[src/rtl/ysyx_23060229_ifu_if.sv]
// AXI4-Lite-style read channel between the instruction fetch unit (master)
// and instruction memory (slave).
interface ysyx_23060229_ifu_if #(
    parameter int ADDR_WIDTH = 32,
    parameter int DATA_WIDTH = 32
);
    logic [ADDR_WIDTH-1:0] araddr;
    logic                  arvalid;
    logic                  arready;
    logic [DATA_WIDTH-1:0] rdata;
    logic [1:0]            rresp;
    logic                  rvalid;
    logic                  rready;

    modport master (
        output araddr, arvalid, rready,
        input  arready, rdata, rresp, rvalid
    );

    modport slave (
        input  araddr, arvalid, rready,
        output arready, rdata, rresp, rvalid
    );
endinterface

[src/rtl/ysyx_23060229_ifu.sv]
// Instruction fetch unit: one outstanding read per accepted PC, result handed
// to decode over valid/ready; misaligned PCs and bus errors are flagged.
module ysyx_23060229_ifu #(
    parameter int ADDR_WIDTH = 32,
    parameter int DATA_WIDTH = 32,
    parameter int CNT_WIDTH  = 32
) (
    input  logic                  clk,
    input  logic                  rst_n,
    input  logic [ADDR_WIDTH-1:0] i_pc,
    input  logic                  i_pc_valid,
    input  logic                  i_flush,
    output logic                  o_busy,
    ysyx_23060229_ifu_if.master   bus,
    output logic [DATA_WIDTH-1:0] o_inst,
    output logic [ADDR_WIDTH-1:0] o_inst_pc,
    output logic                  o_inst_err,
    output logic                  o_inst_valid,
    input  logic                  i_inst_ready,
    output logic [CNT_WIDTH-1:0]  o_fetch_cnt
);
    typedef enum logic [1:0] {S_IDLE, S_AR, S_R, S_OUT} state_t;

    state_t                r_state;
    logic [ADDR_WIDTH-1:0] r_pc;
    logic [ADDR_WIDTH-1:0] r_araddr;
    logic                  r_arvalid;
    logic                  r_rready;
    logic [DATA_WIDTH-1:0] r_inst;
    logic                  r_err;
    logic                  r_inst_valid;
    logic                  r_flush_pending;
    logic [CNT_WIDTH-1:0]  r_fetch_cnt;

    logic w_misaligned;
    logic w_discard;

    assign w_misaligned = (i_pc[1:0] != 2'b00);
    // A redirect seen at any point during the bus transaction kills its result.
    assign w_discard    = r_flush_pending | i_flush;

    assign o_busy       = (r_state != S_IDLE);
    assign bus.araddr   = r_araddr;
    assign bus.arvalid  = r_arvalid;
    assign bus.rready   = r_rready;
    assign o_inst       = r_inst;
    assign o_inst_pc    = r_pc;
    assign o_inst_err   = r_err;
    assign o_inst_valid = r_inst_valid;
    assign o_fetch_cnt  = r_fetch_cnt;

    always_ff @(posedge clk or negedge rst_n) begin
        if (!rst_n) begin
            r_state         <= S_IDLE;
            r_pc            <= '0;
            r_araddr        <= '0;
            r_arvalid       <= 1'b0;
            r_rready        <= 1'b0;
            r_inst          <= '0;
            r_err           <= 1'b0;
            r_inst_valid    <= 1'b0;
            r_flush_pending <= 1'b0;
            r_fetch_cnt     <= '0;
        end else begin
            case (r_state)
                S_IDLE: begin
                    r_flush_pending <= 1'b0;
                    if (i_pc_valid) begin
                        r_pc <= i_pc;
                        if (w_misaligned) begin
                            r_inst       <= '0;
                            r_err        <= 1'b1;
                            r_inst_valid <= 1'b1;
                            r_state      <= S_OUT;
                        end else begin
                            r_araddr  <= i_pc;
                            r_arvalid <= 1'b1;
                            r_state   <= S_AR;
                        end
                    end
                end
                S_AR: begin
                    // The address phase always completes, even under flush.
                    if (i_flush) begin
                        r_flush_pending <= 1'b1;
                    end
                    if (bus.arready) begin
                        r_arvalid <= 1'b0;
                        r_rready  <= 1'b1;
                        r_state   <= S_R;
                    end
                end
                S_R: begin
                    if (i_flush) begin
                        r_flush_pending <= 1'b1;
                    end
                    if (bus.rvalid) begin
                        r_rready <= 1'b0;
                        r_inst   <= bus.rdata;
                        r_err    <= |bus.rresp;
                        if (w_discard) begin
                            r_flush_pending <= 1'b0;
                            r_state         <= S_IDLE;
                        end else begin
                            r_inst_valid <= 1'b1;
                            r_state      <= S_OUT;
                        end
                    end
                end
                S_OUT: begin
                    if (i_flush) begin
                        r_inst_valid <= 1'b0;
                        r_state      <= S_IDLE;
                    end else if (i_inst_ready) begin
                        r_inst_valid <= 1'b0;
                        r_fetch_cnt  <= r_fetch_cnt + CNT_WIDTH'(1);
                        r_state      <= S_IDLE;
                    end
                end
                default: r_state <= S_IDLE;
            endcase
        end
    end
endmodule

[src/flat_wrapper.sv]
// flat-port wrapper written by rule: the top's interface ports become plain ports
module ysyx_23060229_ifu_flat 
#(
    parameter int ADDR_WIDTH = 32,
    parameter int DATA_WIDTH = 32,
    parameter int CNT_WIDTH  = 32
)
  (clk, rst_n, i_pc, i_pc_valid, i_flush, o_busy, o_inst, o_inst_pc, o_inst_err, o_inst_valid, i_inst_ready, o_fetch_cnt, bus_araddr, bus_arvalid, bus_rready, bus_arready, bus_rdata, bus_rresp, bus_rvalid);
  ysyx_23060229_ifu_if #(.ADDR_WIDTH(ADDR_WIDTH), .DATA_WIDTH(DATA_WIDTH)) bus_i ();
  input  logic clk;
  input  logic rst_n;
  input  logic [ADDR_WIDTH-1:0] i_pc;
  input  logic i_pc_valid;
  input  logic i_flush;
  output logic o_busy;
  output logic [DATA_WIDTH-1:0] o_inst;
  output logic [ADDR_WIDTH-1:0] o_inst_pc;
  output logic o_inst_err;
  output logic o_inst_valid;
  input  logic i_inst_ready;
  output logic [CNT_WIDTH-1:0] o_fetch_cnt;
  output wire logic [$bits(bus_i.araddr)-1:0] bus_araddr;
  output wire logic [$bits(bus_i.arvalid)-1:0] bus_arvalid;
  output wire logic [$bits(bus_i.rready)-1:0] bus_rready;
  input wire logic [$bits(bus_i.arready)-1:0] bus_arready;
  input wire logic [$bits(bus_i.rdata)-1:0] bus_rdata;
  input wire logic [$bits(bus_i.rresp)-1:0] bus_rresp;
  input wire logic [$bits(bus_i.rvalid)-1:0] bus_rvalid;
  assign bus_araddr = bus_i.araddr;
  assign bus_arvalid = bus_i.arvalid;
  assign bus_rready = bus_i.rready;
  assign bus_i.arready = bus_arready;
  assign bus_i.rdata = bus_rdata;
  assign bus_i.rresp = bus_rresp;
  assign bus_i.rvalid = bus_rvalid;
  ysyx_23060229_ifu #(.ADDR_WIDTH(ADDR_WIDTH), .DATA_WIDTH(DATA_WIDTH), .CNT_WIDTH(CNT_WIDTH)) u_core (.clk(clk), .rst_n(rst_n), .i_pc(i_pc), .i_pc_valid(i_pc_valid), .i_flush(i_flush), .o_busy(o_busy), .bus(bus_i), .o_inst(o_inst), .o_inst_pc(o_inst_pc), .o_inst_err(o_inst_err), .o_inst_valid(o_inst_valid), .i_inst_ready(i_inst_ready), .o_fetch_cnt(o_fetch_cnt));
endmodule
[config.mk]
export PLATFORM = sky130hd
export DESIGN_NAME = ysyx_23060229_ifu_flat
export DESIGN_NICKNAME = d
export VERILOG_FILES = /design/src/rtl/ysyx_23060229_ifu_if.sv /design/src/rtl/ysyx_23060229_ifu.sv /design/src/flat_wrapper.sv
export SDC_FILE = /design/constraint.sdc
export NUM_CORES = 1
export LEC_CHECK = 0
export BUFFER_PORTS_ARGS = -buffer_cell sky130_fd_sc_hd__clkbuf_2
export CAP_MARGIN = 20
export CORE_ASPECT_RATIO = 0.6
export CORE_MARGIN = 3
export CORE_UTILIZATION = 49
export DETAILED_ROUTE_END_ITERATION = 10
export GPL_TIMING_DRIVEN = 0
export PLACE_DENSITY = 0.8
export SETUP_SLACK_MARGIN = 0.4
export SLEW_MARGIN = 25
export SYNTH_ARGS = -nofsm -noshare
export SYNTH_HDL_FRONTEND = slang
export SYNTH_SLANG_ARGS = --single-unit
[constraint.sdc]
create_clock -name clk -period 2.2 [get_ports clk]
set_clock_uncertainty 0.05 [all_clocks]
set_input_delay 0.33 -clock clk [delete_from_list [all_inputs] [get_ports clk]]
set_output_delay 0.33 -clock clk [all_outputs]
set_load 0.02 [all_outputs]
# Word-level counts from Yosys, hierarchy flattened
# Index checks and enable logic that the tools add are counted.
# word_totals
out_inout_bits	133
reg_bits	135
inputBits	73
# classes
n_bitwise	3
n_mux	32
add_sub_neg	1
reduce_logical	17
eq_ne	10
# ops
cell	count
2-to-1 mux 32 bit	3
one-hot mux 32 bit (2 select lines)	1
adder 32 x 1 -> 32 bit (second input constant)	1
2-to-1 mux 1 bit	15
2-to-1 mux 2 bit	7
AND reduction 4 bit	3
!= test 2 bit (second input constant)	5
nonzero test 2 bit	5
AND reduction 3 bit	3
one-hot mux 2 bit (4 select lines)	1
one-hot mux 1 bit (2 select lines)	3
one-hot mux 1 bit (3 select lines)	2
AND reduction 6 bit	1
nonzero test 3 bit	2
== test 2 bit (second input constant)	2
!= test 3 bit (second input constant)	1
== test 2 x 1 -> 1 bit (second input constant)	1
logical NOT 2 bit	1
!= test 2 x 1 -> 1 bit (second input constant)	1
inverter 1 bit	2
AND reduction 2 bit	1
OR reduction 2 bit	1
OR 1 bit	1

# Depth between registers and ports, before layout
# Gate-level depths: netlist of the first run.
# logic_depth
ltp_word	4
mapped_depth	8
mapped_depth_nobuf	6

# Least setup slack after synthesis of the first run
# OpenSTA, ideal clock, no wires.
# synth_timing
path_type	register to register
from	reg u_core.r_state[0]
to	reg u_core.r_araddr[25], in the netlist u_core.bus.araddr[25]
setup_time_ps	127
arrival_ps	1712
path_stages_with_launch	8
period_less_slack_ps	1890
setup_slack_ps	310
cell_sequence	dfrtp_1 > inv_1 > ha_1 > nor3b_4 > and2_4 > buf_8 > buf_6 > mux2_1
# synth_between
elab_chain_len	2
# synth_lines
item	line	rtl
start: declaration	ysyx_23060229_ifu.sv:24	state_t r_state;
start signal: assignment	ysyx_23060229_ifu.sv:54	r_state <= S_IDLE;
start signal: assignment	ysyx_23060229_ifu.sv:74	r_state <= S_OUT;
start signal: assignment	ysyx_23060229_ifu.sv:78	r_state <= S_AR;
logical NOT 2 bit	ysyx_23060229_ifu.sv:65	case (r_state)
AND reduction 3 bit (no line)	--	
end signal: assignment	ysyx_23060229_ifu.sv:76	r_araddr <= i_pc;
end: declaration	ysyx_23060229_ifu.sv:26	logic [ADDR_WIDTH-1:0] r_araddr;
# Every way passes these cells.
# A chain may end at the register's enable or synchronous reset.

# Worst setup path in the final report of the first run
# layout_timing
from	reg u_core.r_state[1]
to	reg u_core.r_inst[12], in the netlist u_core.o_inst[12]
# layout_between
elab_chain_len	3
word_cells_on_any_way	8
cone_classes	4 x eq/ne; 1 x mux; 3 x reduce/logical
# layout_lines
item	line	rtl
== test 2 bit or logical NOT 2 bit (tied branches)	ysyx_23060229_ifu.sv:65	
!= test 2 bit (no line) (tied with other cells)	--	
AND reduction 4 bit (no line)	--	
end signal: assignment	ysyx_23060229_ifu.sv:99	r_inst <= bus.rdata;
end: declaration	ysyx_23060229_ifu.sv:29	logic [DATA_WIDTH-1:0] r_inst;
# Several ways; a longest one is shown, not always the timed one.

==> results.yml, run 1 <==
yosys:
  synthTopCellsByArea: "dfrtp_1 61%, mux2_2 7.7%, mux2_4 5.4%"
  ys.flop_type: "dfrtp_1"
  synth-seq-cells: 135
  yosysWarnings: 0
  yosys.area.top_type: "dfrtp_1"
  synthMuxAreaShare_pct: 14.8
  synth_nets: 462
  syn_area_sq_um: 5530
  synth_xor_area_share_pct: 4.91
  yosysMostFrequentCell: "dfrtp_1"
  synth.cells.most_frequent: "135 x dfrtp_1, 38 x mux2_2, 32 x a22o_1, 28 x xnor2_1, 20 x mux2_4"
  synth-compound-area-share_pct: 6.57
  synthCells: 383
  synth_top_area_share_pct: 61.1
  synth.distinct_cells: 40
  synthAdderAreaFrac_pct: 1.36
  ys_seq_area_share_pct: 61.1
  synth_simple_gate_area_share_pct: 8.31
  avgSynthCellArea_sq_um: 14.4
  synth_top_family_by_area: "multiplexers"
  synth_edf_count: 0
  async_flop_share_pct: 100
power_and_ir_drop:
  power.internal_mw: 7.57
  pwr-share-comb_pct: 40.1
  pwr_density_cell_nw_per_um2: 1490
  peakVddDrop_uv: 887
  switching_share_pct: 35.6
  seq_power_share_pct: 34.1
  finalPower_mw: 11.8
  cellLeakagePower_nw: 4.02
  p_switching_mw: 4.19
  power_frac_clock_pct: 25.7
timing:
  hold_viol_final: 0
  hold_slack_ns: 0.0856
  post-route-period-util_pct: 85.8
  slew_headroom_pct: 67.6
  worst_pin_slew_ns: 0.487
  rsz0062_at_grt: "yes"
  setup_viol: 0
  post-route-min-period_ns: 1.89
  drv_slew: 0
  fmax_mhz: 529
  postLayoutSetupSlackWorst_ns: 0.311
detailed_routing:
  routedWlPerCell_um: 18.0
  dr.pass1.iters: 4
  routed_wl_um: 14200
  drc: 0
  drtIter0Drc: 201
  viasPerCell: 5.20
  ant_nets: 0
  vias: 4098
critical_path:
  cp_max_fo: 7
  end_kind: "flop"
  path_cells: "inv_2 -> ha_4 -> nand2_1 -> a211o_4 -> buf_6 -> a22o_1"
  slowest_delay_ns: 0.46
  worstSetupPathType: "reg2reg"
  startpoint_type: "flop"
  cp.required_ns: 2.43
  crit_slowest_cell: "a211o_4"
  reg2reg_slack_ns: 0.31
  arrival_ns: 2.12
finish:
  fin_nets: 716
  multiInputGateArea_sq_um: 2110
  seqCellArea_sq_um: 3380
  finish.utilization_pct: 73.2
  area_growth_pct: 42.7
  diodes: 0
  drive_gt1_share_pct: 57.0
  fin_cells: 788
  fillers: 702
place:
  hpwl_um: 9740
  io_buffers: 205
  dpl.cell_count: 728
  dp_slack_ns: 0.187
  gp_congestion: 0.794
job:
  drv_cap: 0
grt:
  grt_util_all_layers_pct: 22.6
  grt_pass1_vias: 4209
  grt_pass1_wl_um: 22100
  antenna_found_initial: 0
  grt_max_degree: 78
  grt_overflow: 0
die:
  ios: 206
  start_util_pct: 51.3
  die_h_um: 88.3
  die_area_sq_um: 12600
  rows: 29
  dieWidth_um: 143
  core-area_sq_um: 10800
clock_tree:
  cts_tree: "built"
  ctsHtreeMaxLevel: 4
  cts-root-buf: "clkbuf_16"
  cts_buffer_depth: 2
  numCtsBuffers: 17
  clock_sinks: 135
  clk_latency_ns: 0.41
  cts.clk_slew.worst_paths_ns: 0.06
worst_hold_path:
  hp-class: "in2reg"
run_status:
  status: "complete, no violations"
layer usage:
metal | track usage, % | up-vias | share of wire, %
li1 | - | 1884 | -
met1 | 29.5 | 2046 | 44
met2 | 37.0 | 155 | 48
met3 | 6.86 | 13 | 7.0
met4 | 7.25 | 0 | 0.96
met5 | 0 | - | 0
power by group through the flow:
stage               clock network (mW)  logic [mW]  registers (mW)
detailed placement                   0        4.21            4.00
finish                            3.03        4.72            4.02
global placement                     0        4.08            3.95
floorplan                            0        1.60            5.06
global route                      3.21        5.04            4.12
CTS                               3.08        4.62            4.00
per-stage QoR:
step / cell area [sq um] / setup TNS [ns]
4_1_cts: 7680 / 0
5_1_grt: 7890 / 0
3_5_place_dp: 6780 / 0
2_1_floorplan: 5540 / 0
6_report: 7890 / 0
3_3_place_gp: 6740 / -170.04
path summary, 6_finish.rpt:
kind / from / to / cells past startpoint
hold reg to reg: u_core.o_fetch_cnt[31] / u_core.o_fetch_cnt[31] / 1
hold / removal: bus_rdata[28] / u_core.o_inst[28] / 2
max in group asynchronous: rst_n / u_core.o_inst_pc[27] / 3
setup / recovery: u_core.r_state[1] / u_core.o_inst[12] / 6
min in group asynchronous: rst_n / u_core.o_fetch_cnt[20] / 2
setup reg to reg: u_core.r_state[1] / u_core.o_inst[12] / 6
critical path: cells and delay by family (launching register included):
kind	cells	cell delay, ns
AOI/OAI and AO/OA	2	0.69
DFF	1	0.44
buffers and inverters	2	0.24
and+or+nand+nor	1	0.19
adders and majority gates	1	0.16
cells by family (layout without fill, tap and decap cells):
group           count (synthesis)  after routing
flops                         135            135
mux                            66             66
xor+xnor                       31             31
fa+ha+maj                       6              6
simple gates                   75             75
compound gates                 46             46
buf+inv                        24            290
registers in the layout, summed over array words and instances (netlist names):
signal and cells:
u_core.bus.araddr 32, u_core.bus.arvalid 1, u_core.bus.rready 1, u_core.o_fetch_cnt 32, u_core.o_inst 32, u_core.o_inst_err 1
u_core.o_inst_pc 32, u_core.o_inst_valid 1, u_core.r_flush_pending 1, u_core.r_state 2
layout by cell type, fill, tap and decap left out, types with 2 or more instances in the layout:
| master | count |
|---|---|
| nand2_1 | 12 |
| nor3_1 | 2 |
| dfrtp_1 | 134 |
| mux2_2 | 35 |
| a21oi_1 | 5 |
| clkbuf_8 | 4 |
| ha_1 | 3 |
| nor3_4 | 2 |
| nor2b_1 | 3 |
| nor2_1 | 7 |
| clkinvlp_4 | 4 |
| buf_12 | 3 |
| clkbuf_16 | 19 |
| xnor2_1 | 27 |
| nand3_1 | 15 |
| mux2_4 | 29 |
| o21ai_0 | 3 |
| nand2b_1 | 3 |
| clkinv_4 | 2 |
| ha_2 | 2 |
| buf_4 | 18 |
| a22o_1 | 32 |
| xor2_1 | 3 |
| buf_16 | 2 |
| nor2_2 | 3 |
| and3_1 | 4 |
| buf_6 | 14 |
| nand4_1 | 13 |
| clkbuf_2 | 205 |
| inv_2 | 3 |
| bufinv_16 | 4 |
| mux2i_1 | 2 |
| clkbuf_4 | 4 |
| inv_1 | 5 |
cell type report:
| class | count | area share, % |
|---|---|---|
| flip-flops and latches | 135 | 42.9 |
| multi-input cells | 224 | 26.8 |
| repair buffers | 235 | 17.4 |
| clock buffers | 20 | 5.92 |
| plain buffers | 16 | 2.32 |
| well taps | 139 | 2.21 |
| clock inverters | 11 | 2.19 |
| inverters | 8 | 0.381 |
what timing repair did:
action,CTS,global route
hold buffers,1,0
hold endpoints to repair,58,0
buffers inserted,14,7
pin swaps,29,6
setup endpoints to repair,82,122
resized for setup,34,28
gates cloned,4,3
Power figures use the tool's default switching activity.
==> inputs of run 2 (changes only) <==
--- a/config.mk
+++ b/config.mk
@@ -5,11 +5,12 @@
 export SDC_FILE = /design/constraint.sdc
 export NUM_CORES = 1
 export LEC_CHECK = 0
+export ABC_AREA = 1
 export BUFFER_PORTS_ARGS = -buffer_cell sky130_fd_sc_hd__clkbuf_2
 export CAP_MARGIN = 20
 export CORE_ASPECT_RATIO = 0.6
 export CORE_MARGIN = 3
-export CORE_UTILIZATION = 49
+export CORE_UTILIZATION = 50
 export DETAILED_ROUTE_END_ITERATION = 10
 export GPL_TIMING_DRIVEN = 0
 export PLACE_DENSITY = 0.8
==> run 2 against run 1 <==
Compared with the run above:
- sequential power is 6.7% lower
- power is 11% lower
- non-clock buffer count is 12 lower
- setup slack better by 0.15 ns
- clock power is 13% lower
- routed wire length is 13% higher
- synthesized area is 7.2% higher
- maximum frequency is 8.9% higher
- critical path depth is 2 lower
- utilization is 4.3 points lower
- final area is 0.33% lower
- critical path type is now reg2out
- critical endpoint is now o_busy
==> results.yml, run 2 <==
yosys:
  yosysWarnings: 0
  synth.distinct_cells: 32
  ys_seq_area_share_pct: 57.0
  syn_area_sq_um: 5920
  synth.cells.most_frequent: "244 x nand2_1, 135 x dfrtp_1, 40 x o21ai_1, 39 x nand3_1, 36 x nor2_1"
  synthCells: 658
  ys.flop_type: "dfrtp_1"
  synth_nets: 737
  yosysMostFrequentCell: "nand2_1"
  avgSynthCellArea_sq_um: 9.00
  synth_top_area_share_pct: 57.0
  async_flop_share_pct: 100
  synthTopCellsByArea: "dfrtp_1 57%, nand2_1 15%, o21ai_1 3.4%"
  yosys.area.top_type: "dfrtp_1"
  synth-seq-cells: 135
  synth_edf_count: 0
detailed_routing:
  ant_nets: 0
  routed_wl_um: 16000
  viasPerCell: 5.05
  drtIter0Drc: 394
  vias: 5374
  dr.pass1.iters: 5
  routedWlPerCell_um: 15.1
  drc: 0
clock_tree:
  numCtsBuffers: 17
  ctsHtreeMaxLevel: 4
  clk_latency_ns: 0.41
  cts-root-buf: "clkbuf_16"
  cts_tree: "built"
  clock_sinks: 135
  cts.clk_slew.worst_paths_ns: 0.06
  cts_buffer_depth: 2
timing:
  hold_viol_final: 0
  worst_pin_slew_ns: 0.628
  slew_headroom_pct: 58.2
  drv_slew: 0
  post-route-period-util_pct: 78.8
  setup_viol: 0
  post-route-min-period_ns: 1.73
  fin_tns_setup_ns: 0
  fmax_mhz: 577
  hold_slack_ns: 0.0836
  rsz0062_at_grt: "yes"
  postLayoutSetupSlackWorst_ns: 0.466
critical_path:
  arrival_ns: 1.35
  worstSetupPathType: "reg2out"
  cp_max_fo: 6
  startpoint_type: "flop"
  cp.required_ns: 1.82
  end_kind: "output pin"
die:
  die_area_sq_um: 13200
  ios: 206
  die_h_um: 90.3
  dieWidth_um: 147
  core-area_sq_um: 11400
  start_util_pct: 51.9
  rows: 30
finish:
  area_growth_pct: 32.7
  mostFrequentLayoutCell: "nand2_1"
  fin_nets: 970
  fin_area_sq_um: 7860
  final_cell_mix: "242 x nand2_1, 208 x clkbuf_2, 135 x dfrtp_1"
  drive_gt1_share_pct: 33.2
place:
  place_area_sq_um: 7190
  hpwl_um: 12100
  gp_congestion: 0.852
  dp_slack_ns: 0.298
  io_buffers: 205
grt:
  grt.met2_usage_pct: 35.1
  grt-busiest-layer: "met1"
  grt_max_degree: 80
  grt_pass1_vias: 4998
  grt_overflow: 0
  grt_pass1_wl_um: 26200
  grt_util_all_layers_pct: 24.6
  antenna_found_initial: 1
  met1_usage_pct: 37.3
  use_met3_pct: 6.17
power_and_ir_drop:
  cellLeakagePower_nw: 4.43
  pwr_density_cell_nw_per_um2: 1330
  finalPower_mw: 10.4
  peakVddDrop_uv: 728
worst_hold_path:
  hp-class: "in2reg"
run_status:
  status: "complete, no violations"
job:
  drv_cap: 0
## run 2: cell count changes after synthesis, sizes merged, moves of 26 or more
cell   previous run  this run
a22o             32         0
inv               8        34
mux2             64         0
nand2            12       248
nand3            15        45
nor2             10        47
o21ai             5        71
## run 2: final timing paths
path                                 startpoint                endpoint  slack (ns)  cells past startpoint
hold / removal                         i_pc[11]    u_core.o_inst_pc[11]        0.08                      3
min in group asynchronous                 rst_n       u_core.o_inst[13]        0.46                      2
setup reg to reg              u_core.r_state[1]  u_core.o_fetch_cnt[23]        0.48                      8
max in group asynchronous                 rst_n   u_core.bus.araddr[19]        0.94                      3
hold reg to reg            u_core.o_inst_pc[21]    u_core.o_inst_pc[21]        0.43                      2
setup / recovery              u_core.r_state[1]                  o_busy        0.47                      4
## run 2: timing repair
| item | 4_1_cts | 5_1_grt |
|---|---|---|
| pin swaps | 1 | 3 |
| hold buffers | 1 | 0 |
| buffers inserted | 2 | 5 |
| setup endpoints to repair | 44 | 83 |
| hold endpoints to repair | 78 | 0 |
| gates resized for setup | 2 | 26 |
## run 2: area by class of cell
| type | instances | area (sq um) |
|---|---|---|
| Antenna cell | 1 | 2.50 |
| Buffer | 25 | 139 |
| Clock buffer | 17 | 425 |
| Clock inverter | 14 | 129 |
| Fill cell | 940 | 3550 |
| Inverter | 34 | 128 |
| Multi-Input combinational cell | 464 | 2330 |
| Sequential cell | 135 | 3380 |
| Tap cell | 160 | 200 |
| Timing Repair Buffer | 214 | 1130 |
## run 2: metrics by stage
stage / utilization [%] / instances
4_1_cts: 68.2 / 1058
6_report: 68.9 / 1064
2_1_floorplan: - / 658
5_1_grt: 68.9 / 1064
3_5_place_dp: 63.0 / 1024
3_3_place_gp: 62.7 / 1023
## run 2: per-layer routing
metal | vias up | routed length [um]
li1 | 2594 | -
met1 | 2561 | 7460
met2 | 209 | 7130
met3 | 10 | 1280
met4 | 0 | 170
met5 | - | 0
## run 2: logic make-up after synthesis
logic type,after synthesis,synth area share (%)
adders and majority gates,6,1.27
xor gates and xnor gates,18,2.92
AOI/OAI and AO/OA,77,6.74
DFF,135,57.0
and+or+nand+nor,363,28.0
buffers and inverters,59,4.08
## run 2: critical path, cell delays in order (launching register included)
cell	delay [ns]
dfrtp_1	0.44
inv_2	0.11
ha_4	0.17
inv_1	0.07
buf_4	0.16
## run 2: report_power, final
part           internal [mW]  switching, mW
Clock                   1.55           1.10
Sequential              3.26          0.494
Combinational           1.34           2.68
==> inputs of run 3 (changes only) <==
--- a/config.mk
+++ b/config.mk
@@ -10,10 +10,10 @@
 export CAP_MARGIN = 20
 export CORE_ASPECT_RATIO = 0.6
 export CORE_MARGIN = 3
-export CORE_UTILIZATION = 50
+export CORE_UTILIZATION = 45
 export DETAILED_ROUTE_END_ITERATION = 10
 export GPL_TIMING_DRIVEN = 0
-export PLACE_DENSITY = 0.8
+export PLACE_DENSITY = 0.76
 export SETUP_SLACK_MARGIN = 0.4
 export SLEW_MARGIN = 25
 export SYNTH_ARGS = -nofsm -noshare
==> constraint.sdc (replaced) <==
create_clock -name clk -period 1.5 [get_ports clk]
set_clock_uncertainty 0.05 [all_clocks]
set_input_delay 0.225 -clock clk [delete_from_list [all_inputs] [get_ports clk]]
set_output_delay 0.225 -clock clk [all_outputs]
set_load 0.02 [all_outputs]
==> run 3 against run 2 <==
Compared with the run above:
- the run now fails in global routing (5_1_grt)
- synthesized area stayed put
- synthesized cell count stayed put
==> results.yml, run 3 <==
run_status:
  status: "aborted with a tool error"
  haltStage: "global routing (5_1_grt)"
  tool.error: "[ERROR GRT-0232] Routing congestion too high. Check the congestion heatmap in the GUI."
place:
  io_buffers: 205
  dpl.cell_count: 1029
  dp_slack_ns: -0.251
  place_area_sq_um: 7280
  hpwl_um: 11700
  gp_congestion: 0.878
grt:
  antenna_found_initial: 4
  grt_util_all_layers_pct: 89.6
  grt_overflow: 661
  grt_max_degree: 86
yosys:
  yosysWarnings: 0
  synth_nets: 737
  ys.flop_type: "dfrtp_1"
  async_flop_share_pct: 100
  synth_top_area_share_pct: 57.0
  synthTopCellsByArea: "dfrtp_1 57%, nand2_1 15%, o21ai_1 3.4%"
  synth-seq-cells: 135
  synth.distinct_cells: 32
  syn_area_sq_um: 5920
  yosysMostFrequentCell: "nand2_1"
  avgSynthCellArea_sq_um: 9.00
  yosys.area.top_type: "dfrtp_1"
  synth.cells.most_frequent: "244 x nand2_1, 135 x dfrtp_1, 40 x o21ai_1, 39 x nand3_1, 36 x nor2_1"
  synth_edf_count: 0
  synthCells: 658
  ys_seq_area_share_pct: 57.0
timing:
  worst_endpoint_kind: "register input"
  grt_repair_worst_endpoint: "u_core.bus.araddr[6]$_DFFE_PN0P_/D"
clock_tree:
  cts-root-buf: "clkbuf_16"
  clock_sinks: 135
  numCtsBuffers: 17
  cts_buffer_depth: 2
  ctsHtreeMaxLevel: 4
die:
  start_util_pct: 47.6
  dieWidth_um: 154
  rows: 31
  die_h_um: 94.9
  ios: 206
-- run 3: cell families after synthesis --
kind of cell               Yosys count  share of synthesized area [%]
AOI/OAI and AO/OA                   77                           6.74
xor gates and xnor gates            18                           2.92
adders and majority gates            6                           1.27
buffers and inverters               59                           4.08
DFF                                135                           57.0
and+or+nand+nor                    363                           28.0
-- run 3: per-stage QoR --
| stage | setup TNS, ns | utilization (%) |
|---|---|---|
| after CTS | -7.19 | 87.2 |
| after detailed placement | -19.45 | 58.5 |
| after global placement | -292.26 | 58.2 |
| after floorplan | 0 | - |
-- run 3: per-layer routing --
metal / overflow / track usage, %
met2: 435 / 112
met3: 4 / 72.4
met4: 221 / 103
met1: 1 / 82.6
met5: 0 / 19.7
-- run 3: timing repair --
| item | 4_1_cts |
|---|---|
| gates cloned | 13 |
| hold buffers | 61 |
| pin swaps | 46 |
| endpoints found under the hold margin | 124 |
| setup endpoints to repair | 268 |
| gates resized for setup | 377 |
| setup buffers | 93 |
==> inputs of run 4 (changes only) <==
--- a/config.mk
+++ b/config.mk
@@ -8,13 +8,11 @@
 export ABC_AREA = 1
 export BUFFER_PORTS_ARGS = -buffer_cell sky130_fd_sc_hd__clkbuf_2
 export CAP_MARGIN = 20
-export CORE_ASPECT_RATIO = 0.6
 export CORE_MARGIN = 3
-export CORE_UTILIZATION = 45
+export CORE_UTILIZATION = 35
 export DETAILED_ROUTE_END_ITERATION = 10
 export GPL_TIMING_DRIVEN = 0
-export PLACE_DENSITY = 0.76
-export SETUP_SLACK_MARGIN = 0.4
+export PLACE_DENSITY_LB_ADDON = 0.15
 export SLEW_MARGIN = 25
 export SYNTH_ARGS = -nofsm -noshare
 export SYNTH_HDL_FRONTEND = slang
==> constraint.sdc (replaced) <==
create_clock -name clk -period 2 [get_ports clk]
set_clock_uncertainty 0.05 [all_clocks]
set_input_delay 0.3 -clock clk [delete_from_list [all_inputs] [get_ports clk]]
set_output_delay 0.3 -clock clk [all_outputs]
set_load 0.02 [all_outputs]
==> run 4 against run 3 <==
Compared with the run above:
- the run now ends clean
==> results.yml, run 4 (synthesized netlist as in run 2, its figures left out) <==
die:
  start_util_pct: 36.5
  rows: 46
  core-area_sq_um: 16200
  dieWidth_um: 136
  ios: 206
  die_area_sq_um: 18500
  die_h_um: 136
timing:
  fmax_mhz: 542
  slew_headroom_pct: 58.9
  post-route-period-util_pct: 92.2
  worst_pin_slew_ns: 0.617
  fin_tns_setup_ns: 0
  hold_viol_final: 0
  setup_viol: 0
  drv_slew: 0
  post-route-min-period_ns: 1.84
  rsz0062_at_grt: "no"
detailed_routing:
  viasPerCell: 4.54
  dr.pass1.iters: 4
  drc: 0
  drtIter0Drc: 206
  vias: 5052
  ant_nets: 0
  routedWlPerCell_um: 14.1
  routed_wl_um: 15700
worst_hold_path:
  worstHoldPathCells: 3
  hp-class: "in2reg"
  hp-start: "i_pc[23]"
  hold-path-endpoint: "u_core.o_inst_pc[23]"
critical_path:
  reg2reg_slack_ns: 0.16
  arrival_ns: 2.14
  crit_slowest_cell: "dfrtp_1"
  path_cells: "inv_1 -> ha_1 -> nand2_1 -> o21ai_2 -> nor2_4 -> buf_2 -> nand3_1 -> nand2_1"
  startpoint_type: "flop"
  path_common_cell: "nand2_1"
  end_kind: "flop"
  slowest_delay_ns: 0.39
  timing.rr.start: "u_core.r_state[0]"
  cp.required_ns: 2.30
  cp_max_fo: 10
  worstSetupPathType: "reg2reg"
  rr_worst_depth: 8
  r2r_end: "u_core.o_inst[2]"
finish:
  fin_nets: 963
  diodes: 0
  drive_gt1_share_pct: 31.7
  fin_area_sq_um: 7910
  final_cell_mix: "243 x nand2_1, 207 x clkbuf_2, 135 x dfrtp_1"
  area_growth_pct: 33.5
  finish.utilization_pct: 48.7
  fin_cells: 1113
  mostFrequentLayoutCell: "nand2_1"
grt:
  grt_pass1_wl_um: 26000
  grt_util_all_layers_pct: 17.6
  grt_overflow: 0
  antenna_found_initial: 0
  grt_pass1_vias: 5137
  grt_max_degree: 75
clock_tree:
  post_cts_buffers: 0
  cts_tree: "built"
  clk_latency_ns: 0.41
  ctsHtreeMaxLevel: 4
  clock_sinks: 135
  cts_buffer_depth: 2
  cts-root-buf: "clkbuf_16"
  numCtsBuffers: 17
  cts.clk_slew.worst_paths_ns: 0.06
run_status:
  status: "complete, no violations"
power_and_ir_drop:
  peakVddDrop_uv: 762
  finalPower_mw: 11.6
  pwr_density_cell_nw_per_um2: 1470
  cellLeakagePower_nw: 4.43
place:
  place_area_sq_um: 7260
  gp_congestion: 0.787
  hpwl_um: 11700
  dpl.cell_count: 1080
  io_buffers: 205
job:
  drv_cap: 0
## run 4: worst max-delay path by stage
| stage | end | slack (ns) | start |
|---|---|---|---|
| 2_1_floorplan | u_core.o_fetch_cnt[26] | 0.41 | u_core.o_fetch_cnt[1] |
| 3_3_place_gp | u_core.bus.araddr[14] | -1.80 | rst_n |
| 3_5_place_dp | u_core.o_inst[14] | 0.14 | u_core.r_state[0] |
| 4_1_cts | u_core.o_inst[14] | 0.13 | u_core.r_state[0] |
| 5_1_grt | u_core.o_inst_pc[8] | 0.003 | u_core.r_state[0] |
| 6_report | u_core.o_inst[2] | 0.16 | u_core.r_state[0] |
## run 4: routing by layer
metal  global-route usage (%)  up-vias  share of wire, %
li1                         -     2572                 -
met1                     22.6     2317                46
met2                     27.7      144                45
met3                     6.48       19               7.7
met4                     5.60        0               1.5
met5                        0        -                 0
## run 4: layout make-up
| class | instances | area [sq um] |
|---|---|---|
| plain buffers | 25 | 116 |
| clock buffers | 18 | 439 |
| clock inverters | 14 | 198 |
| fillers | 1593 | 8320 |
| inverters | 34 | 128 |
| multi-input cells | 464 | 2310 |
| flip-flops and latches | 135 | 3380 |
| well taps | 216 | 270 |
| repair buffers | 207 | 1070 |
## run 4: through the flow
stage               setup WS [ns]  hold slack (ns)
global placement            -1.80            0.402
global route              0.00295           0.0493
detailed placement          0.137            0.327
CTS                         0.125           0.0289
finish                      0.157           0.0512
floorplan                   0.413          -0.0456
## run 4: where the power goes
group	internal, mW	switching, mW
clock network	2.13	1.22
logic	1.32	2.85
registers	3.58	0.530
## run 4: critical path, delay by kind of cell, from the launching register on
| kind | cells | cell delay, ns |
|---|---|---|
| AND/OR/NAND/NOR | 4 | 0.59 |
| flip-flops | 1 | 0.39 |
| adder cells (fa/ha/maj) | 1 | 0.29 |
| buffers and inverters | 2 | 0.33 |
| AO/OA/AOI/OAI | 1 | 0.14 |
## run 4: repair_timing
action / CTS / global route
setup endpoints to repair: 0 / 11
hold buffers: 1 / 0
gates resized for setup: 0 / 3
endpoints found under the hold margin: 73 / 0
